--- src/rtl/rr_arb4x2.sv ---
// rr_arb4x2 -- four-way round-robin arbiter in front of a shared 4-to-2
// encoded resource. It drives a registered one-hot grant and the matching
// y1/y0 index (x1->00 ... x4->11). A hold limit stops one owner from keeping
// the resource indefinitely while other requesters wait.
module rr_arb4x2 #(
    parameter int MAX_HOLD = 8,   // max consecutive contended grant cycles, 0 = no limit
    parameter int CW       = 4    // hold counter width, 2^CW > MAX_HOLD
) (
    input  logic       clk,
    input  logic       rst_n,
    input  logic [3:0] req,
    output logic [3:0] gnt,
    output logic [1:0] y,
    output logic       valid,
    output logic       expire
);

    localparam logic [0:0] ST_IDLE  = 1'b0;
    localparam logic [0:0] ST_GRANT = 1'b1;

    localparam bit            HOLD_EN   = (MAX_HOLD != 0);
    localparam logic [CW-1:0] HOLD_LAST = (MAX_HOLD > 0) ? CW'(MAX_HOLD - 1) : '0;

    logic [0:0]    state_reg,  state_next;
    logic [1:0]    ptr_reg,    ptr_next;
    logic [1:0]    owner_reg,  owner_next;
    logic [CW-1:0] cnt_reg,    cnt_next;
    logic [3:0]    gnt_reg,    gnt_next;
    logic [1:0]    y_reg,      y_next;
    logic          valid_reg,  valid_next;
    logic          expire_reg, expire_next;

    logic [3:0] owner_oh;
    logic [3:0] others;
    logic       others_any;
    logic [2:0] pick_all;
    logic [2:0] pick_others;

    // First set bit of m, searching p, p+1, p+2, p+3 (mod 4).
    // Returns {found, index}; the 2-bit sum wraps naturally.
    function automatic logic [2:0] pick_fn(input logic [1:0] p, input logic [3:0] m);
        logic [2:0] r;
        r = 3'b000;
        for (int k = 3; k >= 0; k--) begin
            if (m[p + 2'(k)]) begin
                r = {1'b1, p + 2'(k)};
            end
        end
        return r;
    endfunction

    // One-hot decode of the current owner, one bit per requester.
    generate
        for (genvar gi = 0; gi < 4; gi++) begin : g_owner_oh
            assign owner_oh[gi] = (owner_reg == 2'(gi));
        end
    endgenerate

    // Requests other than the current owner; these are what the hold limit protects.
    assign others      = req & ~owner_oh;
    assign others_any  = |others;
    assign pick_all    = pick_fn(ptr_reg, req);
    assign pick_others = pick_fn(ptr_reg, others);

    // Next-state decision: new grant, release to idle, expiry, or keep.
    always_comb begin
        logic       do_grant;
        logic [1:0] grant_idx;

        state_next  = state_reg;
        ptr_next    = ptr_reg;
        owner_next  = owner_reg;
        cnt_next    = cnt_reg;
        gnt_next    = gnt_reg;
        y_next      = y_reg;
        valid_next  = valid_reg;
        expire_next = 1'b0;
        do_grant    = 1'b0;
        grant_idx   = 2'd0;

        case (state_reg)
            ST_IDLE: begin
                if (pick_all[2]) begin
                    do_grant  = 1'b1;
                    grant_idx = pick_all[1:0];
                end
            end
            default: begin
                if (!req[owner_reg]) begin
                    // Owner released: hand off on the same edge if anyone else waits.
                    if (pick_all[2]) begin
                        do_grant  = 1'b1;
                        grant_idx = pick_all[1:0];
                    end else begin
                        state_next = ST_IDLE;
                        gnt_next   = 4'b0000;
                        valid_next = 1'b0;
                        cnt_next   = '0;
                    end
                end else if (HOLD_EN && (cnt_reg == HOLD_LAST)) begin
                    // Hold budget used up: revoke only if someone else is waiting.
                    if (others_any) begin
                        do_grant    = 1'b1;
                        grant_idx   = pick_others[1:0];
                        expire_next = 1'b1;
                    end else begin
                        cnt_next = '0;
                    end
                end else if (HOLD_EN && others_any) begin
                    // Contended hold: count up, saturating at the last allowed cycle.
                    if (cnt_reg != HOLD_LAST) begin
                        cnt_next = cnt_reg + 1'b1;
                    end
                end else begin
                    // Lone owner (or no limit): never accumulates hold time.
                    cnt_next = '0;
                end
            end
        endcase

        if (do_grant) begin
            state_next = ST_GRANT;
            owner_next = grant_idx;
            ptr_next   = grant_idx + 2'd1;
            cnt_next   = '0;
            gnt_next   = 4'b0001 << grant_idx;
            y_next     = grant_idx;
            valid_next = 1'b1;
        end
    end

    // State and output registers with synchronous active-low reset.
    always_ff @(posedge clk) begin
        if (!rst_n) begin
            state_reg  <= ST_IDLE;
            ptr_reg    <= 2'd0;
            owner_reg  <= 2'd0;
            cnt_reg    <= '0;
            gnt_reg    <= 4'b0000;
            y_reg      <= 2'd0;
            valid_reg  <= 1'b0;
            expire_reg <= 1'b0;
        end else begin
            state_reg  <= state_next;
            ptr_reg    <= ptr_next;
            owner_reg  <= owner_next;
            cnt_reg    <= cnt_next;
            gnt_reg    <= gnt_next;
            y_reg      <= y_next;
            valid_reg  <= valid_next;
            expire_reg <= expire_next;
        end
    end

    assign gnt    = gnt_reg;
    assign y      = y_reg;
    assign valid  = valid_reg;
    assign expire = expire_reg;

endmodule

--- config.mk ---
export PLATFORM = sky130hd
export DESIGN_NAME = rr_arb4x2
export DESIGN_NICKNAME = d
export VERILOG_FILES = /design/src/rtl/rr_arb4x2.sv
export SDC_FILE = /design/constraint.sdc
export NUM_CORES = 1
export LEC_CHECK = 0
export BUFFER_PORTS_ARGS = -buffer_cell sky130_fd_sc_hd__buf_2
export CAP_MARGIN = 20
export CORE_ASPECT_RATIO = 1.25
export CORE_MARGIN = 2
export CORE_UTILIZATION = 57
export DETAILED_ROUTE_END_ITERATION = 12
export HOLD_SLACK_MARGIN = 0.1
export PLACE_DENSITY = 0.83
export RECOVER_POWER = 25
export SETUP_SLACK_MARGIN = 0.3
export SLEW_MARGIN = 5
export SYNTH_ARGS = -nofsm -noshare
export SYNTH_HDL_FRONTEND = slang
export SYNTH_SLANG_ARGS = --single-unit
--- constraint.sdc ---
create_clock -name clk -period 2.75 [get_ports clk]
set_input_delay 0.4125 -clock clk [delete_from_list [all_inputs] [get_ports clk]]
set_output_delay 0.4125 -clock clk [all_outputs]
set_load 0.02 [all_outputs]
==> impl_metrics.yaml <==
clocking:
  numCtsBuffers: 3
  clk_pin_slew_ns: 0.09
  clock_latency_ns: 0.28
  ctsResizeCount: 1
  cts_max_level: 1
  clock_path_buffers: 2
  cts_tree: "built"
  cts_root_buf: "clkbuf_4"
  hold_buffers: 0
  post-cts-setup-buffers: 0
  cts_sinks: 15
cells_and_area:
  nFillCells: 166
  fin_cells: 162
  area_growth_pct: 5.03
  drive_gt1_frac: 0.197
  nets: 154
  num_antenna_cells: 0
sta:
  slew_headroom: 0.412
  rsz0062_at_grt: "false"
  worstMarginPinSlew_ns: 0.873
  fmax_mhz: 438
  fin_tns_setup_ns: 0
  hold_viol_final: 0
  skew_ns: 0.000817
  timing.final.crit_share: 0.830
  drv_slew: 0
  layout_min_cycle_time_ns: 2.28
  setup_viol: 0
worst_setup_path:
  worst_path_max_delay_cell: "dfxtp_2"
  cp.required_ns: 2.94
  r2r_setup_slack_ns: 0.47
  cpPeakStageDelay_ns: 0.50
  reg2reg_to: "gnt[0]"
  crit_buf_inv: 0
  setup.worst_path.end_class: "flop"
  cpLargestDelayFamily: "compound AO/OA/AOI/OAI gates"
  worstPathMaxFanout: 12
  crit_chain: "xnor2_1, a21o_1, o22a_1, or3_4, and2_1, o21a_1, ha_1, a22o_1"
  crit_path_start_kind: "flop"
  crit_arrival_ns: 2.47
  crit_type: "flop to flop"
  reg2reg_depth: 8
  r2r_start: "y[0]"
floorplan:
  die_h_um: 54.1
  io_pins: 14
  initial_utilization: 0.591
  die_x_um: 44.1
  die-area_um2: 2390
  rows: 18
  core-area_um2: 1940
worst_hold_path:
  hold_class: "input port to flop"
  min_to: "y[0]"
  hold_depth: 2
  hp-start: "rst_n"
route:
  ant_nets: 0
  firstDrtPassIters: 4
  wl_per_cell_um: 15.4
  first_iter_violations: 32
  drc: 0
  vias: 1019
  vias_per_cell: 6.29
  routed_wl_um: 2490
pwr:
  p_int_mw: 0.400
  power_frac_seq: 0.429
  ir_worst_vdd_mv: 0.402
  power.switching_mw: 0.245
  power_density_nw_per_um2: 536
  clkPwrFrac: 0.199
  swShare: 0.380
  combinationalPowerShare: 0.372
  leakage_nw: 0.507
global_route:
  grt_usage: 0.236
  grt_overflow: 0
  grt_pass1_vias: 933
  antenna_found_initial: 0
  grt_pass1_wl_um: 4130
  grt_start_max_net_pins: 14
synthesis:
  ys_async_sr_fraction: 0
  synthFlopType: "dfxtp_1"
  synth_cell_type_count: 56
  ys_warn_count: 0
  syn_avg_cell_area_um2: 8.67
  synth_area_leaders: "dfxtp_1, ha_1, a22o_1"
  syn-cell-area_um2: 1140
  netlist_instances: 132
  synth_edf_count: 0
  yosys.area.top_type: "dfxtp_1"
  synth_nets: 143
  yosysSeqAreaShare: 0.262
  yosysTopAreaCellShare: 0.262
  ys_ff_latch: 15
place:
  placed_cells: 158
  place_congestion: 0.941
  portBuffers: 13
  hpwl_um: 1890
status:
  outcome: "finished clean"
run:
  cap_violations: 0
[cell usage after synthesis, types with 2 or more instances]
cell type,instances
o21a_1,2
a21oi_1,5
and3_1,5
nor3_1,2
a21o_1,2
o21ai_0,5
o21ai_1,4
o22ai_1,3
and2_1,3
a22o_1,5
a31oi_1,3
mux2i_1,2
buf_6,2
dfxtp_1,15
nor2_1,10
or2_2,2
nand2_1,7
o221ai_1,2
inv_1,7
nor2b_1,3
buf_2,3
ha_1,5
a211oi_1,2
[layout make-up]
cell class / count / area [µm²] / area share
multi-input combinational: 101 / 751 / 0.624
clock buffer: 4 / 26.3 / 0.0219
timing repair buffer: 13 / 60.1 / 0.0499
inverter: 9 / 33.8 / 0.0281
tap: 20 / 25.0 / 0.0208
sequential: 15 / 307 / 0.255
[power by group through the flow]
stage / Combinational [mW] / Clock [mW] / Sequential [mW]
final: 0.240 / 0.128 / 0.277
after global routing: 0.268 / 0.145 / 0.280
after CTS: 0.239 / 0.130 / 0.273
after detailed placement: 0.237 / 0 / 0.278
after global placement: 0.233 / 0 / 0.277
after floorplan: 0.208 / 0 / 0.269
[worst reg2reg max path: stages, from the launching register on]
cell and delay, ns:
dfxtp_2 0.50, xnor2_1 0.13, a21o_1 0.22, o22a_1 0.22
or3_4 0.34, and2_1 0.19, o21a_1 0.20, ha_1 0.19
a22o_1 0.19
[worst max path at each step]
stage / from / endpoint / slack [ns] / cells after the start
2_1_floorplan: y[1] / gnt[0] / 0.45 / 9
3_5_place_dp: y[1] / gnt[0] / 0.26 / 7
6_report: y[0] / gnt[0] / 0.47 / 8
3_3_place_gp: y[1] / gnt[0] / 0.27 / 7
5_1_grt: y[0] / ptr_reg[1] / 0.34 / 9
4_1_cts: y[0] / gnt[0] / 0.31 / 8
[placed cells by master, fill, tap and decap left out, types with 2 or more instances in the layout]
cell type	count
o22ai_1	3
nor2_1	10
a31oi_1	3
nor2b_1	3
dfxtp_2	2
a21o_1	2
and2_1	3
mux2i_1	2
buf_2	9
dfxtp_1	12
nand2_1	7
o21a_1	2
or2_2	2
nor3_1	2
ha_1	5
a211oi_1	2
o21ai_0	5
clkbuf_1	5
a21oi_1	5
o221ai_1	2
a22o_1	5
inv_1	7
and3_1	5
o21ai_1	4
clkbuf_4	3
[routing by layer]
layer | vias to the layer above | wire length (µm) | global-route usage
li1 | 513 | - | -
met1 | 495 | 1100 | 0.274
met2 | 9 | 1320 | 0.404
met3 | 2 | 52 | 0.0738
met4 | 0 | 16 | 0.0859
met5 | - | 0 | 0
[kinds of logic after synthesis]
group | share of synthesized area
adders and majority gates | 0.0546
DFF | 0.262
and+or+nand+nor | 0.226
AOI/OAI and AO/OA | 0.313
xor gates and xnor gates | 0.0153
muxes | 0.0470
buffers and inverters | 0.0820
[per-stage QoR]
step                       util  hold slack, ns  setup WS [ns]  instance area, µm²  power, mW
after floorplan               -           0.493          0.447                1140      0.477
after global placement    0.607           0.430          0.272                1170      0.510
after detailed placement  0.607           0.435          0.262                1170      0.515
after CTS                 0.621           0.420          0.307                1200      0.642
after global routing      0.621           0.413          0.341                1200      0.693
final                     0.621           0.415          0.467                1200      0.645
Power figures use the tool's default switching activity.
